<file path="config.mk">
export PLATFORM = sky130hd
export DESIGN_NAME = capture_sequencer
export DESIGN_NICKNAME = d
export VERILOG_FILES = /design/src/rtl/capture_sequencer.sv
export SDC_FILE = /design/constraint.sdc
export NUM_CORES = 1
export LEC_CHECK = 0
export ABC_CLOCK_PERIOD_IN_PS = 4500
export CAP_MARGIN = 10
export CORE_MARGIN = 2
export CORE_UTILIZATION = 30
export DETAILED_ROUTE_END_ITERATION = 8
export PLACE_DENSITY = 0.57
export SKIP_CTS_REPAIR_TIMING = 1
export SLEW_MARGIN = 25
export SYNTH_ARGS = -nofsm -noshare
export SYNTH_HDL_FRONTEND = slang
export SYNTH_SLANG_ARGS = --single-unit
</file>
<file path="constraint.sdc">
create_clock -name clk -period 4.5 [get_ports clk]
set_input_delay 1.125 -clock clk [delete_from_list [all_inputs] [get_ports clk]]
set_output_delay 1.125 -clock clk [all_outputs]
set_load 0.01 [all_outputs]
</file>
<file path="src/rtl/capture_sequencer.sv">
// Frame-capture scheduler: programs shutter time over the register bus, triggers the
// timing FSM, counts active lines per frame and handles burst/continuous/abort/timeout.
module capture_sequencer #(
    parameter int LINES_PER_FRAME = 3325,
    parameter int SETTLE_CYCLES   = 4,
    parameter int LINE_TIMEOUT    = 8192,
    parameter int DRAIN_CYCLES    = 8192
) (
    input  logic        clk,
    input  logic        rst,
    input  logic        cmd_valid_i,
    output logic        cmd_ready_o,
    input  logic [1:0]  cmd_mode_i,
    input  logic [7:0]  cmd_frames_i,
    input  logic [19:0] cmd_shutter_i,
    input  logic        abort_i,
    input  logic        vact_i,
    output logic [1:0]  reg_a_o,
    output logic [7:0]  reg_d_o,
    output logic        reg_we_o,
    output logic        trigger_o,
    output logic        busy_o,
    output logic        frame_done_o,
    output logic [7:0]  frames_left_o,
    output logic        timeout_err_o
);

    typedef enum logic [3:0] {
        IDLE, WR1, WR2, WR3, SETTLE, TRIG, LINES, FDONE, DRAIN
    } state_t;

    localparam logic [1:0]  MODE_SINGLE = 2'b00;
    localparam logic [1:0]  MODE_BURST  = 2'b01;
    localparam logic [1:0]  MODE_CONT   = 2'b10;
    localparam logic [11:0] LINES_LAST  = 12'(LINES_PER_FRAME);
    localparam logic [13:0] TMO_LAST    = 14'(LINE_TIMEOUT - 1);
    localparam logic [13:0] DRAIN_LAST  = 14'(DRAIN_CYCLES - 1);
    localparam logic [3:0]  SETTLE_LAST = 4'(SETTLE_CYCLES - 1);

    state_t      state_q;
    logic [1:0]  mode_q;
    logic [19:0] shutter_q;
    logic [7:0]  frames_left_q;
    logic [11:0] line_cnt_q;
    logic [13:0] line_tmr_q;
    logic [13:0] drain_q;
    logic [3:0]  settle_q;
    logic        vact_q;
    logic [1:0]  reg_a_q;
    logic [7:0]  reg_d_q;
    logic        reg_we_q;
    logic        trigger_q;
    logic        frame_done_q;
    logic        timeout_err_q;
    logic        vact_rise;
    logic        vact_fall;

    // vact is already in this clock domain, so one register suffices for edge detection
    assign vact_rise = vact_i & ~vact_q;
    assign vact_fall = ~vact_i & vact_q;

    always_ff @(posedge clk) begin
        if (rst) begin
            state_q       <= IDLE;
            mode_q        <= MODE_SINGLE;
            shutter_q     <= '0;
            frames_left_q <= '0;
            line_cnt_q    <= '0;
            line_tmr_q    <= '0;
            drain_q       <= '0;
            settle_q      <= '0;
            vact_q        <= 1'b0;
            reg_a_q       <= '0;
            reg_d_q       <= '0;
            reg_we_q      <= 1'b0;
            trigger_q     <= 1'b0;
            frame_done_q  <= 1'b0;
            timeout_err_q <= 1'b0;
        end else begin
            vact_q       <= vact_i;
            reg_we_q     <= 1'b0;
            frame_done_q <= 1'b0;
            // Abort wins over every transition; DRAIN already is the abort destination
            if (abort_i && state_q != IDLE && state_q != DRAIN) begin
                state_q       <= DRAIN;
                trigger_q     <= 1'b0;
                frames_left_q <= '0;
                drain_q       <= '0;
            end else begin
                case (state_q)
                    IDLE: begin
                        if (cmd_valid_i && !abort_i) begin
                            state_q       <= WR1;
                            mode_q        <= (cmd_mode_i == 2'b11) ? MODE_SINGLE : cmd_mode_i;
                            shutter_q     <= cmd_shutter_i;
                            timeout_err_q <= 1'b0;
                            if (cmd_mode_i == MODE_BURST)
                                frames_left_q <= (cmd_frames_i == 8'd0) ? 8'd1 : cmd_frames_i;
                            else
                                frames_left_q <= '0;
                            reg_we_q <= 1'b1;
                            reg_a_q  <= 2'd1;
                            reg_d_q  <= {4'b0, cmd_shutter_i[19:16]};
                        end
                    end
                    WR1: begin
                        state_q  <= WR2;
                        reg_we_q <= 1'b1;
                        reg_a_q  <= 2'd2;
                        reg_d_q  <= shutter_q[15:8];
                    end
                    WR2: begin
                        state_q  <= WR3;
                        reg_we_q <= 1'b1;
                        reg_a_q  <= 2'd3;
                        reg_d_q  <= shutter_q[7:0];
                    end
                    WR3: begin
                        state_q  <= SETTLE;
                        settle_q <= '0;
                    end
                    SETTLE: begin
                        if (settle_q == SETTLE_LAST) begin
                            state_q   <= TRIG;
                            trigger_q <= 1'b1;
                        end else begin
                            settle_q <= settle_q + 4'd1;
                        end
                    end
                    TRIG: begin
                        // The rising edge that ends the trigger is line 1 of the frame
                        if (vact_rise) begin
                            state_q    <= LINES;
                            trigger_q  <= 1'b0;
                            line_cnt_q <= 12'd1;
                            line_tmr_q <= '0;
                        end
                    end
                    LINES: begin
                        if (vact_rise) begin
                            if (line_cnt_q != '1)
                                line_cnt_q <= line_cnt_q + 12'd1;
                            line_tmr_q <= '0;
                        end else if (vact_fall && line_cnt_q == LINES_LAST) begin
                            state_q      <= FDONE;
                            frame_done_q <= 1'b1;
                        end else if (!vact_i) begin
                            if (line_tmr_q == TMO_LAST) begin
                                state_q       <= DRAIN;
                                timeout_err_q <= 1'b1;
                                drain_q       <= '0;
                            end else begin
                                line_tmr_q <= line_tmr_q + 14'd1;
                            end
                        end
                    end
                    FDONE: begin
                        case (mode_q)
                            MODE_BURST: begin
                                frames_left_q <= frames_left_q - 8'd1;
                                if (frames_left_q == 8'd1) begin
                                    state_q <= IDLE;
                                end else begin
                                    state_q   <= TRIG;
                                    trigger_q <= 1'b1;
                                end
                            end
                            MODE_CONT: begin
                                state_q   <= TRIG;
                                trigger_q <= 1'b1;
                            end
                            default: state_q <= IDLE;
                        endcase
                    end
                    DRAIN: begin
                        if (vact_i)
                            drain_q <= '0;
                        else if (drain_q == DRAIN_LAST)
                            state_q <= IDLE;
                        else
                            drain_q <= drain_q + 14'd1;
                    end
                    default: state_q <= IDLE;
                endcase
            end
        end
    end

    assign cmd_ready_o   = (state_q == IDLE);
    assign busy_o        = (state_q != IDLE);
    assign reg_a_o       = reg_a_q;
    assign reg_d_o       = reg_d_q;
    assign reg_we_o      = reg_we_q;
    assign trigger_o     = trigger_q;
    assign frame_done_o  = frame_done_q;
    assign frames_left_o = frames_left_q;
    assign timeout_err_o = timeout_err_q;

endmodule

</file>
# Yosys cells after proc, flatten, opt, wreduce, memory -nomap -nowiden
# Index checks and enable logic that the tools add are counted.
dict set report totals {
  register_bits 89
  input_bits 35
  output_inout_bits 24
  wordCells 160
}
dict set report classes {
  n_addsub 5
  eq_ne 48
  n_mux 56
  bitwise 6
  n_reduce_logical 29
}
# op count
set ops {}
lappend ops {{$mux W14} 11}
lappend ops {{$pmux W14 S2} 2}
lappend ops {{$mux W4} 11}
lappend ops {{$mux W8} 5}
lappend ops {{$ne A3 B3 Y1 const B} 13}
lappend ops {{$mux W12} 3}
lappend ops {{$pmux W4 S9} 1}
lappend ops {{$add A14 B1 Y14 const B} 2}
lappend ops {{$eq A14 B13 Y1 const B} 2}
lappend ops {{$ne A2 B2 Y1 const B} 12}
lappend ops {{$pmux W12 S2} 1}
lappend ops {{$pmux W8 S3} 1}
lappend ops {{$eq A4 B3 Y1 const B} 4}
lappend ops {{$pmux W4 S2} 2}
lappend ops {{$pmux W8 S2} 1}
lappend ops {{$reduce_and A8 Y1} 2}
lappend ops {{$add A12 B1 Y12 const B} 1}
lappend ops {{$eq A12 B12 Y1 const B} 1}
lappend ops {{$eq A4 B2 Y1 const B} 3}
lappend ops {{$ne A12 B12 Y1 const B} 1}
lappend ops {{$ne A4 B4 Y1 const B} 3}
lappend ops {{$reduce_and A3 Y1} 4}
lappend ops {{$reduce_and A6 Y1} 2}
lappend ops {{$mux W1} 10}
lappend ops {{27 further kinds} 46}

# Longest topological paths before layout
dict set report depth {
  word_depth 7
  mapped_depth 9
  ltp_nobuf 8
}

# Worst setup path after synthesis
# Ideal clock, no wire load.
dict set report synth_path {
  kind {input -> register}
  start {in vact_i}
  end {reg line_tmr_q[3]}
  setup_ps 75
  arrival_time_ps 2809
  required_ps 4425
  path_slack_ps 1616
  path_stages 8
  n_path_buf 2
  cell_sequence {buf_6 > nand2b_4 > buf_6 > a2bb2oi_2 > a2111oi_4 > nand2_4 > or4_1 > o22ai_1}
}
dict set report synth_via {
  elab_chain_len 5
  elab_cells_between_ends 11
  classes_between {eq/ne (4); mux (2); bitwise (3); reduce/logical (2)}
}
# item line
set synth_lines {}
lappend synth_lines {{start: declaration} 17} ;# input logic vact_i,
lappend synth_lines {{$not A1 Y1} 60} ;# assign vact_fall = ~vact_i & vact_q;
lappend synth_lines {{$and A1 B1 Y1} 60}
lappend synth_lines {{$logic_and A1 B1 Y1} 144} ;# end else if (vact_fall && line_cnt_q == LINES_LAST) begin
lappend synth_lines {{$ne A3 B3 Y1 (no source line)} -}
lappend synth_lines {{$reduce_and A6 Y1 (no source line)} -}
lappend synth_lines {{end signal: assignment} 153} ;# line_tmr_q <= line_tmr_q + 14'd1;
lappend synth_lines {{end: declaration} 45} ;# logic [13:0] line_tmr_q;
# Several ways; a longest one is shown, not always the timed one.
# A chain may end at the register's enable or synchronous reset.

# Final worst setup path
dict set report layout_path {
  start {in vact_i}
  end {reg line_tmr_q[8]}
}
# The elaborated chain is that of the path after synthesis.

==> results.yml <==
clock_network:
  cts_tree: "yes"
  clk_pin_slew_ns: 0.07
  clock-sinks: 89
  clk_path_buf_depth: 2
  clkLatencyLatePin_ns: 0.35
  cts_buffers: 9
  htree_levels: 3
  cts_root_buf: "clkbuf_16"
layout:
  areaGrowthSynthToFinish_pct: 22.1
  utilization_pct: 37.5
  final_nets: 679
  drive_above_1_share_pct: 7.50
  diodes: 0
  fillers: 1591
  fin_cells: 828
pwr:
  p_total_mw: 2.58
  p_leak_nw: 1.87
  powerDensity_nw_per_um2: 452
  vdd_drop_max_v: 0.000292
synthesis:
  synth.distinct_cells: 77
  synth_edf_count: 0
  avgSynthCellArea_um2: 7.94
  async_flop_share_pct: 0
  netlist_area_um2: 4670
  synth_ff_type: "dfxtp_1"
  ys_ff_latch: 89
  synth_fp_nets: 632
  synthCells: 588
  ys_seq_area_share_pct: 38.2
  yosysWarnings: 0
sta:
  period_share_pct: 75.8
  fmax_ghz: 0.293
  relSlewSlack_pct: 41.4
  skew_ns: 0.00489
  rsz0062_at_grt: "false"
  setup_ws_ns: 1.09
  tightest_slew_ns: 0.879
  maxSlewViolCount: 0
  layout_min_cycle_time_ns: 3.41
  hold_viol_final: 0
  tns_ns: 0
  finalSetupViolCount: 0
placement:
  portBuffers: 58
  dp_hpwl_mm: 8.83
  dp_slack_ns: 0.737
  dpl.cell_count: 812
  gp_congestion: 0.836
routing:
  drc: 0
  drtIter0Drc: 215
  wl_per_cell_um: 14.8
  antenna_left: 0
  viasPerCell: 5.35
  drtPass1Iterations: 5
  via_count: 4429
  routed_wl_mm: 12.3
worst_setup_path:
  criticalPathCategory: "in2reg"
  crit_arrival_ns: 3.68
  cp-start-kind: "input pin"
  cpLargestDelayFamily: "compound AO/OA/AOI/OAI gates"
  reg2reg_slack_ns: 1.56
  critPathRequiredTime_ns: 4.77
  cp_cell_sequence: "clkdlybuf4s50_1 -> nand2b_4 -> a2bb2oi_2 -> a2111oi_4 -> nand4b_2 -> or3_1 -> a21oi_1"
  crit_buf_inv: 1
  endpoint_kind: "flop"
  critPathSlowestCell: "clkdlybuf4s50_1"
  critical_path.max_fanout: 10
  slowest_delay_ns: 0.76
floorplan:
  design.core.area_um2: 15200
  ios: 59
  die_area_um2: 16600
  row_count: 45
  die_h_um: 129
  die_w_um: 129
  start_util_pct: 30.7
global_routing:
  grt_pass1_vias: 4275
  antenna_found_initial: 0
  track_usage_pct: 14.9
  grt_max_degree: 48
  overflow: 0
  grt_pass1_wl_mm: 20.2
outcome:
  status: "completed"
hold_path:
  hp-class: "reg2reg"
run:
  max_cap_viol_count: 0
-- area by class of cell --
class                      count  area (µm²)  share of cell area (%)
clock buffer                   9         225                    3.95
multi-input combinational    451        2680                    47.1
timing repair buffer          64         621                    10.9
tap                          188         235                    4.13
clock inverter                 7        78.8                    1.38
sequential                    89        1780                    31.3
inverter                      20        75.1                    1.32
-- sequential cells by signal, indices dropped and copies added, names as in the netlist --
register	flops
shutter_q	16
line_cnt_q	12
trigger_o	1
frame_done_o	1
reg_d_o	8
mode_q	2
reg_a_o	2
vact_q	1
drain_q	14
settle_q	4
state_q	4
frames_left_o	8
reg_we_o	1
timeout_err_o	1
line_tmr_q	14
-- layout by cell type, fill, tap and decap left out, types with 7 or more instances in the layout --
cell type | netlist | layout
a21oi_1 | 62 | 62
xor2_1 | 11 | 11
nand2_1 | 89 | 89
inv_1 | 20 | 20
dfxtp_1 | 89 | 89
nand3_1 | 19 | 19
nand4_1 | 10 | 10
nor2_1 | 65 | 65
o21ai_0 | 26 | 26
clkbuf_16 | 0 | 9
or3_1 | 11 | 11
nor4_1 | 7 | 7
nor3_1 | 7 | 7
a31oi_1 | 11 | 11
a211oi_1 | 7 | 7
ha_1 | 9 | 9
o22ai_1 | 9 | 9
clkdlybuf4s50_1 | 0 | 57
-- routing by layer --
metal	wire length, µm	GRT usage, %	vias up
met2	5740	24.6	101
li1	-	-	2225
met5	0	0	-
met3	685	4.07	13
met1	5720	19.3	2090
met4	130	4.09	0
-- tightest hold or removal path, cell delays in order (launching register included) --
cell and delay [ns]:
dfxtp_1 0.31, nand2_1 0.05, a21oi_1 0.05
-- cell usage after synthesis (4+ instances only) --
cell / instances / area share (%)
dfxtp_1: 89 / 38
nand2_1: 89 / 7.2
nor2_1: 65 / 5.2
a21oi_1: 62 / 6.6
o21ai_0: 26 / 2.8
inv_1: 20 / 1.6
nand3_1: 19 / 2.0
clkbuf_1: 18 / 1.4
a31oi_1: 11 / 1.5
or3_1: 11 / 1.5
xor2_1: 11 / 2.1
nand4_1: 10 / 1.3
ha_1: 9 / 2.4
o22ai_1: 9 / 1.2
a211oi_1: 7 / 1.1
nor3_1: 7 / 0.75
nor4_1: 7 / 0.94
a211o_1: 6 / 1.1
o211ai_1: 6 / 0.97
or4_1: 6 / 0.97
and3_1: 5 / 0.67
nand2b_1: 5 / 0.67
xnor2_1: 5 / 0.94
a22oi_1: 4 / 0.64
and4_1: 4 / 0.75
nand3b_1: 4 / 0.64
nor2b_1: 4 / 0.54
nor4b_1: 4 / 0.75
-- final timing paths --
kind / start / endpoint / depth (start not counted)
max reg2reg: state_q[2] / drain_q[5] / 6
max: vact_i / line_tmr_q[8] / 7
min: shutter_q[4] / shutter_q[4] / 2
min reg2reg: shutter_q[4] / shutter_q[4] / 2
-- kinds of logic (layout without fill, tap and decap cells) --
group,Yosys count,in the layout,share of synthesized area [%]
AO/OA/AOI/OAI,160,160,22.4
flip-flops,89,89,38.2
adder cells (fa/ha/maj),9,9,2.41
XOR/XNOR,16,16,3.00
buffers and inverters,48,100,4.50
multiplexers,2,2,0.429
AND/OR/NAND/NOR,264,264,29.1
-- stage by stage --
stage | hold WS [ns] | cell area (µm²)
2_1_floorplan | 0.432 | 4670
3_3_place_gp | 0.445 | 5390
3_5_place_dp | 0.449 | 5390
4_1_cts | 0.459 | 5690
5_1_grt | 0.482 | 5700
6_report | 0.458 | 5700
-- report_power, final --
| part | internal, mW | total, mW | switching, mW |
|---|---|---|---|
| clock network | 0.435 | 0.768 | 0.332 |
| logic | 0.360 | 0.864 | 0.504 |
| registers | 0.867 | 0.945 | 0.0780 |
Note: power is estimated with default switching activity, not from simulation.
